$ cat src/rtl/vid_itc_stream_out.sv
// vid_itc_stream_out: clocked-video output block. Buffers a packetised pixel
// stream in a small FIFO and generates programmable LCD timing (syncs,
// blanking, data-valid) on one pixel clock. Frames lock on the sop-marked word
// at counter position (0,0); a sticky, clearable underflow flag reports starvation.
// Optional build macro VID_ITC_TPG_EN: unlocked and underflow active pixels show
// 8 vertical colour bars instead of black.
module vid_itc_stream_out #(
    parameter int BPS        = 8,
    parameter int CHANNELS   = 3,
    parameter int H_ACTIVE   = 800,
    parameter int H_FP       = 40,
    parameter int H_SYNC     = 48,
    parameter int H_BP       = 88,
    parameter int V_ACTIVE   = 480,
    parameter int V_FP       = 13,
    parameter int V_SYNC     = 3,
    parameter int V_BP       = 29,
    parameter int FIFO_DEPTH = 16,
    parameter int SYNC_POL   = 0
) (
    input  logic                       vid_clk,
    input  logic                       reset_n,
    input  logic [BPS*CHANNELS-1:0]    in_data,
    input  logic                       in_valid,
    input  logic                       in_sop,
    output logic                       in_ready,
    output logic [BPS*CHANNELS-1:0]    vid_data,
    output logic                       vid_datavalid,
    output logic                       vid_h_sync,
    output logic                       vid_v_sync,
    output logic                       vid_h,
    output logic                       vid_v,
    output logic                       vid_f,
    input  logic                       underflow_clr,
    output logic                       underflow
);

    localparam int DATA_W  = BPS * CHANNELS;
    localparam int H_TOTAL = H_ACTIVE + H_FP + H_SYNC + H_BP;
    localparam int V_TOTAL = V_ACTIVE + V_FP + V_SYNC + V_BP;
    localparam int HCW     = $clog2(H_TOTAL);
    localparam int VCW     = $clog2(V_TOTAL);
    localparam int AW      = $clog2(FIFO_DEPTH);

    localparam logic [HCW-1:0] H_ACT_C  = HCW'(H_ACTIVE);
    localparam logic [HCW-1:0] H_SS_C   = HCW'(H_ACTIVE + H_FP);
    localparam logic [HCW-1:0] H_SE_C   = HCW'(H_ACTIVE + H_FP + H_SYNC);
    localparam logic [HCW-1:0] H_LAST_C = HCW'(H_TOTAL - 1);
    localparam logic [VCW-1:0] V_ACT_C  = VCW'(V_ACTIVE);
    localparam logic [VCW-1:0] V_SS_C   = VCW'(V_ACTIVE + V_FP);
    localparam logic [VCW-1:0] V_SE_C   = VCW'(V_ACTIVE + V_FP + V_SYNC);
    localparam logic [VCW-1:0] V_LAST_C = VCW'(V_TOTAL - 1);
    localparam logic [AW:0]    FULL_C   = (AW+1)'(FIFO_DEPTH);
    localparam logic           SYNC_ON  = 1'(SYNC_POL);

    localparam logic [0:0] ST_SYNC = 1'b0;
    localparam logic [0:0] ST_RUN  = 1'b1;

    logic [HCW-1:0]    h_cnt_q;
    logic [VCW-1:0]    v_cnt_q;
    logic [0:0]        state_q, state_d;
    logic [DATA_W:0]   mem_q [FIFO_DEPTH];
    logic [AW:0]       wr_ptr_q, rd_ptr_q, count;
    logic              rdy_en_q, full, empty, push, pop;
    logic              head_sop, active, at_origin, uf_set;
    logic [DATA_W-1:0] head_data, fill, pix_d;
    logic [DATA_W-1:0] vid_data_q;
    logic              dv_q, hs_q, vs_q, hb_q, vb_q, uf_q;

`ifdef VID_ITC_TPG_EN
    // Eight vertical bars across the active width; channel 0 is the most
    // significant field, channel c lights when bit c of the bar index is set.
    function automatic logic [DATA_W-1:0] tpg_pixel(input logic [HCW-1:0] h);
        int                bar;
        logic [DATA_W-1:0] px;
        bar = (int'(h) * 8) / H_ACTIVE;
        px  = '0;
        for (int c = 0; c < CHANNELS && c < 3; c++) begin
            if (bar[c]) px[(CHANNELS-1-c)*BPS +: BPS] = '1;
        end
        return px;
    endfunction

    assign fill = tpg_pixel(h_cnt_q);
`else
    assign fill = '0;
`endif

    assign count     = wr_ptr_q - rd_ptr_q;
    assign full      = (count == FULL_C);
    assign empty     = (wr_ptr_q == rd_ptr_q);
    assign in_ready  = rdy_en_q && !full;
    assign push      = in_valid && in_ready;
    assign head_sop  = mem_q[rd_ptr_q[AW-1:0]][DATA_W];
    assign head_data = mem_q[rd_ptr_q[AW-1:0]][DATA_W-1:0];
    assign active    = (h_cnt_q < H_ACT_C) && (v_cnt_q < V_ACT_C);
    assign at_origin = (h_cnt_q == '0) && (v_cnt_q == '0);

    // Pixel source selection: frame locking in SYNC, one pop per active pixel in RUN.
    always_comb begin
        state_d = state_q;
        pop     = 1'b0;
        uf_set  = 1'b0;
        pix_d   = '0;
        if (state_q == ST_SYNC) begin
            if (active) pix_d = fill;
            if (!empty && !head_sop) begin
                pop = 1'b1;
            end else if (!empty && at_origin) begin
                pop     = 1'b1;
                pix_d   = head_data;
                state_d = ST_RUN;
            end
        end else if (active) begin
            if (empty) begin
                pix_d   = fill;
                uf_set  = 1'b1;
                state_d = ST_SYNC;
            end else if (head_sop && !at_origin) begin
                state_d = ST_SYNC;
            end else begin
                pop   = 1'b1;
                pix_d = head_data;
            end
        end
    end

    // Raster counters: h wraps every line, v advances on each h wrap.
    always_ff @(posedge vid_clk) begin
        if (!reset_n) begin
            h_cnt_q <= '0;
            v_cnt_q <= '0;
        end else begin
            h_cnt_q <= (h_cnt_q == H_LAST_C) ? '0 : h_cnt_q + HCW'(1);
            if (h_cnt_q == H_LAST_C)
                v_cnt_q <= (v_cnt_q == V_LAST_C) ? '0 : v_cnt_q + VCW'(1);
        end
    end

    // FIFO storage; contents need no reset since the pointers define validity.
    always_ff @(posedge vid_clk) begin
        if (push) mem_q[wr_ptr_q[AW-1:0]] <= {in_sop, in_data};
    end

    // FIFO pointers, ready enable, lock state and sticky underflow.
    always_ff @(posedge vid_clk) begin
        if (!reset_n) begin
            wr_ptr_q <= '0;
            rd_ptr_q <= '0;
            rdy_en_q <= 1'b0;
            state_q  <= ST_SYNC;
            uf_q     <= 1'b0;
        end else begin
            wr_ptr_q <= wr_ptr_q + (AW+1)'(push);
            rd_ptr_q <= rd_ptr_q + (AW+1)'(pop);
            rdy_en_q <= 1'b1;
            state_q  <= state_d;
            if (uf_set)             uf_q <= 1'b1;
            else if (underflow_clr) uf_q <= 1'b0;
        end
    end

    // Output registers: pins follow the counter position by one clock.
    always_ff @(posedge vid_clk) begin
        if (!reset_n) begin
            vid_data_q <= '0;
            dv_q       <= 1'b0;
            hs_q       <= ~SYNC_ON;
            vs_q       <= ~SYNC_ON;
            hb_q       <= 1'b0;
            vb_q       <= 1'b0;
        end else begin
            vid_data_q <= pix_d;
            dv_q       <= active;
            hs_q       <= ((h_cnt_q >= H_SS_C) && (h_cnt_q < H_SE_C)) ? SYNC_ON : ~SYNC_ON;
            vs_q       <= ((v_cnt_q >= V_SS_C) && (v_cnt_q < V_SE_C)) ? SYNC_ON : ~SYNC_ON;
            hb_q       <= (h_cnt_q >= H_ACT_C);
            vb_q       <= (v_cnt_q >= V_ACT_C);
        end
    end

    assign vid_data      = vid_data_q;
    assign vid_datavalid = dv_q;
    assign vid_h_sync    = hs_q;
    assign vid_v_sync    = vs_q;
    assign vid_h         = hb_q;
    assign vid_v         = vb_q;
    assign vid_f         = 1'b0;
    assign underflow     = uf_q;

endmodule

$ cat config.mk
export PLATFORM = sky130hd
export DESIGN_NAME = vid_itc_stream_out
export DESIGN_NICKNAME = d
export VERILOG_FILES = /design/src/rtl/vid_itc_stream_out.sv
export SDC_FILE = /design/constraint.sdc
export NUM_CORES = 1
export LEC_CHECK = 0
export CAP_MARGIN = 10
export CORE_MARGIN = 2
export CORE_UTILIZATION = 55
export CTS_CLUSTER_SIZE = 24
export DETAILED_ROUTE_END_ITERATION = 8
export PLACE_DENSITY = 0.74
export SYNTH_ARGS = -nofsm -noshare
export SYNTH_HDL_FRONTEND = slang
export SYNTH_SLANG_ARGS = --single-unit
export TNS_END_PERCENT = 10
$ cat constraint.sdc
create_clock -name vid_clk -period 8.2 [get_ports vid_clk]
set_input_delay 1.23 -clock vid_clk [delete_from_list [all_inputs] [get_ports vid_clk]]
set_output_delay 1.23 -clock vid_clk [all_outputs]
set_load 0.05 [all_outputs]
==> key figures <==
Power and ir drop
  – Clock Power Share: 36.2%
  – Sw Share: 24.2%
  – Logic pwr share: 15.7%
  – Maximum vdd drop: 0.000219 V
  – Sequential Power Share: 48.1%
  – P_sw: 0.00133 W
  – Int Power: 0.00418 W
  – Leakage: 6.40 nW
  – Power per cell area: 270 nW/µm²

Layout
  – Most frequent cells in the layout: edfxtp_1, mux4_2, dfxtp_1, clkdlybuf4s50_1, nor2_1
  – Most common cell after layout, fill and taps aside: edfxtp_1
  – # fillers: 2047
  – Area Growth Syn to Fin: 15.2%
  – Layout cell share with drive strength beyond 1: 24.1%
  – # diodes: 0
  – Fin cells: 1401
  – Final nets: 1007

STA
  – Setup WS post-layout: 2.86 ns
  – Final Cycle Share: 65.2%
  – Fmax: 187 MHz
  – Slew @ Worst Pin: 1.00 ns
  – Unrepaired setup endpoints after global routing: no
  – Final hold vios: 0
  – Final setup skew: 0.0107 ns
  – Setup violations, final: 0
  – Fin. max-slew vios: 0
  – TNS Setup: 0 ns
  – Fin crit period: 5.34 ns
  – Slew HR: 33.1%

Placed design
  – Pre-CTS WS: 3.43 ns
  – GPL Wtd Cong: 0.779
  – Input/output buffers: 59
  – Final HPWL DP: 18400 µm
  – Placed Cells: 1317

Die
  – Chip width: 184 µm
  – Core area: 31600 µm²
  – Initial Utilization: 56.1%
  – Die area: 33700 µm²
  – IO Count: 61
  – Die Height: 184 µm
  – Core Rows: 65

Yosys
  – YS warnings: 0
  – Register area share after synthesis: 74.7%
  – Ys async rst share: 0%
  – Synth Cell Area: 17700 µm²
  – Post-Syn Nets: 916
  – Syn Area/Cell: 20.3 µm²
  – Mapped Cells: 873
  – Most used DFF post-synth: edfxtp_1
  – Register bit total from synthesis: 462
  – Post-synth EDFFs: 400
  – Netlist cell types: 46

Clocking
  – CTS tree: built
  – CTS Buffer Depth: 3
  – CTS H-tree depth: 2
  – Cts hold-fix bufs: 0
  – Clock latency on the worst-skew pair: 0.56 ns
  – CTS Root Cell: clkbuf_16
  – Resize count post-CTS: 0
  – CTS buffer count: 47
  – # Post-CTS Setup Buffers: 0
  – Clk sinks: 462
  – Clk slew on worst S/H paths: 0.06 ns

Global routing
  – Largest net degree at the start of global routing: 65
  – Initial antenna violation count: 1
  – First-pass GRT wire length: 52800 µm
  – Gr usage total: 21.1%
  – Grt ovf: 0
  – Vias in the first global route: 8758

Setup path
  – WS Path Type: register to output pin
  – FF-to-FF setup slack: 4.35 ns
  – R2R Path Start: rd_ptr_q[1]$_SDFF_PN0_
  – Critical path startpoint category: register
  – Worst-path maximum fanout: 64
  – Critical path origin: rd_ptr_q[1]$_SDFF_PN0_
  – Crit path arrival time: 4.11 ns
  – Critical Path End Type: output pin
  – Worst r2r dst: wr_ptr_q[2]$_SDFF_PN0_
  – Worst EP required: 6.97 ns
  – FF-to-FF path depth: 12

Run
  – Max Cap Viol: 0

Route
  – Routed via count: 8421
  – WL final: 34100 µm
  – DRC: 0
  – Post-route ant nets: 0
  – Vias/cell: 6.01
  – DR iter-0 viols: 675
  – DRT Pass-1 Iters: 5
  – Drt wl/cell: 24.3 µm

Outcome
  – Status: completed

Min path
  – Hold depth: 1
  – Tightest Hold Check Type: register to register
  – Min-Delay Startpoint: h_cnt_q[0]$_SDFF_PP0_
  – Hold Path Sink: h_cnt_q[0]$_SDFF_PP0_
## cells in the mapped netlist (all sizes together) (7+ instances only)
| library cell | instances | area, µm² |
|---|---|---|
| edfxtp | 400 | 12000 |
| mux4 | 123 | 2770 |
| dfxtp | 62 | 1240 |
| nor2 | 51 | 191 |
| nand2 | 37 | 139 |
| buf | 24 | 146 |
| clkbuf | 18 | 67.6 |
| nand3 | 18 | 90.1 |
| ha | 14 | 175 |
| inv | 14 | 52.6 |
| xor2 | 14 | 123 |
| and2 | 13 | 81.3 |
| xnor2 | 11 | 96.3 |
| nor4b | 9 | 78.8 |
| nand4 | 8 | 50.1 |
| nor4bb | 8 | 80.1 |
| and3 | 7 | 43.8 |
| nor2b | 7 | 43.8 |
## power by group through the flow
| stage | combinational (W) | sequential (W) | clock [W] |
|---|---|---|---|
| global placement | 0.000867 | 0.00270 | 0 |
| CTS | 0.000887 | 0.00265 | 0.00203 |
| detailed placement | 0.000874 | 0.00270 | 0 |
| finish | 0.000866 | 0.00265 | 0.00199 |
| floorplan | 0.000690 | 0.00268 | 0 |
| global route | 0.000936 | 0.00266 | 0.00213 |
## worst max-delay path, cell delays in order, from the launching register on
cell and delay, ns:
dfxtp_4 1.00, inv_1 0.11, ha_1 0.34, nor2b_1 0.14
o21a_1 0.17, or4_1 0.48, a21oi_2 0.14, buf_4 0.35
nor2b_1 0.08, clkdlybuf4s50_1 0.71
## metrics by stage
step / hold WS [ns] / util (%) / cell area, µm² / total power [W]
6_report: 0.459 / 64.6 / 20400 / 0.00551
3_3_place_gp: 0.444 / 60.0 / 19000 / 0.00357
3_5_place_dp: 0.457 / 60.0 / 19000 / 0.00358
2_1_floorplan: 0.430 / - / 17700 / 0.00337
4_1_cts: 0.469 / 64.6 / 20400 / 0.00557
5_1_grt: 0.498 / 64.6 / 20400 / 0.00572
## layer usage
layer | up-vias | routed length (µm) | track usage, % | part of all wire, %
li1 | 3709 | - | - | -
met1 | 4417 | 14200 | 28.5 | 42
met2 | 233 | 17400 | 36.0 | 51
met3 | 60 | 1650 | 3.29 | 4.9
met4 | 2 | 789 | 5.92 | 2.3
met5 | - | 13 | 0 | 0.038
## how the worst max path moves through the flow
stage | to
after floorplan | mem_q[0][0]$_DFFE_PP_
after global placement | in_ready
after detailed placement | in_ready
after CTS | in_ready
after global routing | in_ready
final | in_ready
## sequential cells by signal, indices dropped and copies added, names as in the netlist, 5 cells and up
signal and cells:
h_cnt_q 10, mem_q 400, rd_ptr_q 5, v_cnt_q 10, vid_data 24, wr_ptr_q 5
## kinds of logic (layout without fill, tap and decap cells)
logic type      count (synthesis)  in the layout  synth area share (%)
flops                         462            462                  74.7
simple gates                  171            171                  4.98
mux                           127            127                  15.9
buf+inv                        56            182                  1.50
xor+xnor                       25             25                  1.23
compound gates                 17             17                 0.684
fa+ha+maj                      14             14                 0.988
other cells                     1              1                0.0211
## cell type report
type                            count  area [µm²]  share of cell area (%)
Inverter                           14        52.6                   0.257
Timing Repair Buffer               84         778                    3.81
Tap cell                          402         503                    2.46
Clock buffer                       54        1200                    5.88
Clock inverter                     30         244                    1.19
Multi-Input combinational cell    355        4390                    21.5
Sequential cell                   462       13300                    64.9
No activity file was read; power rests on OpenSTA's default activity.
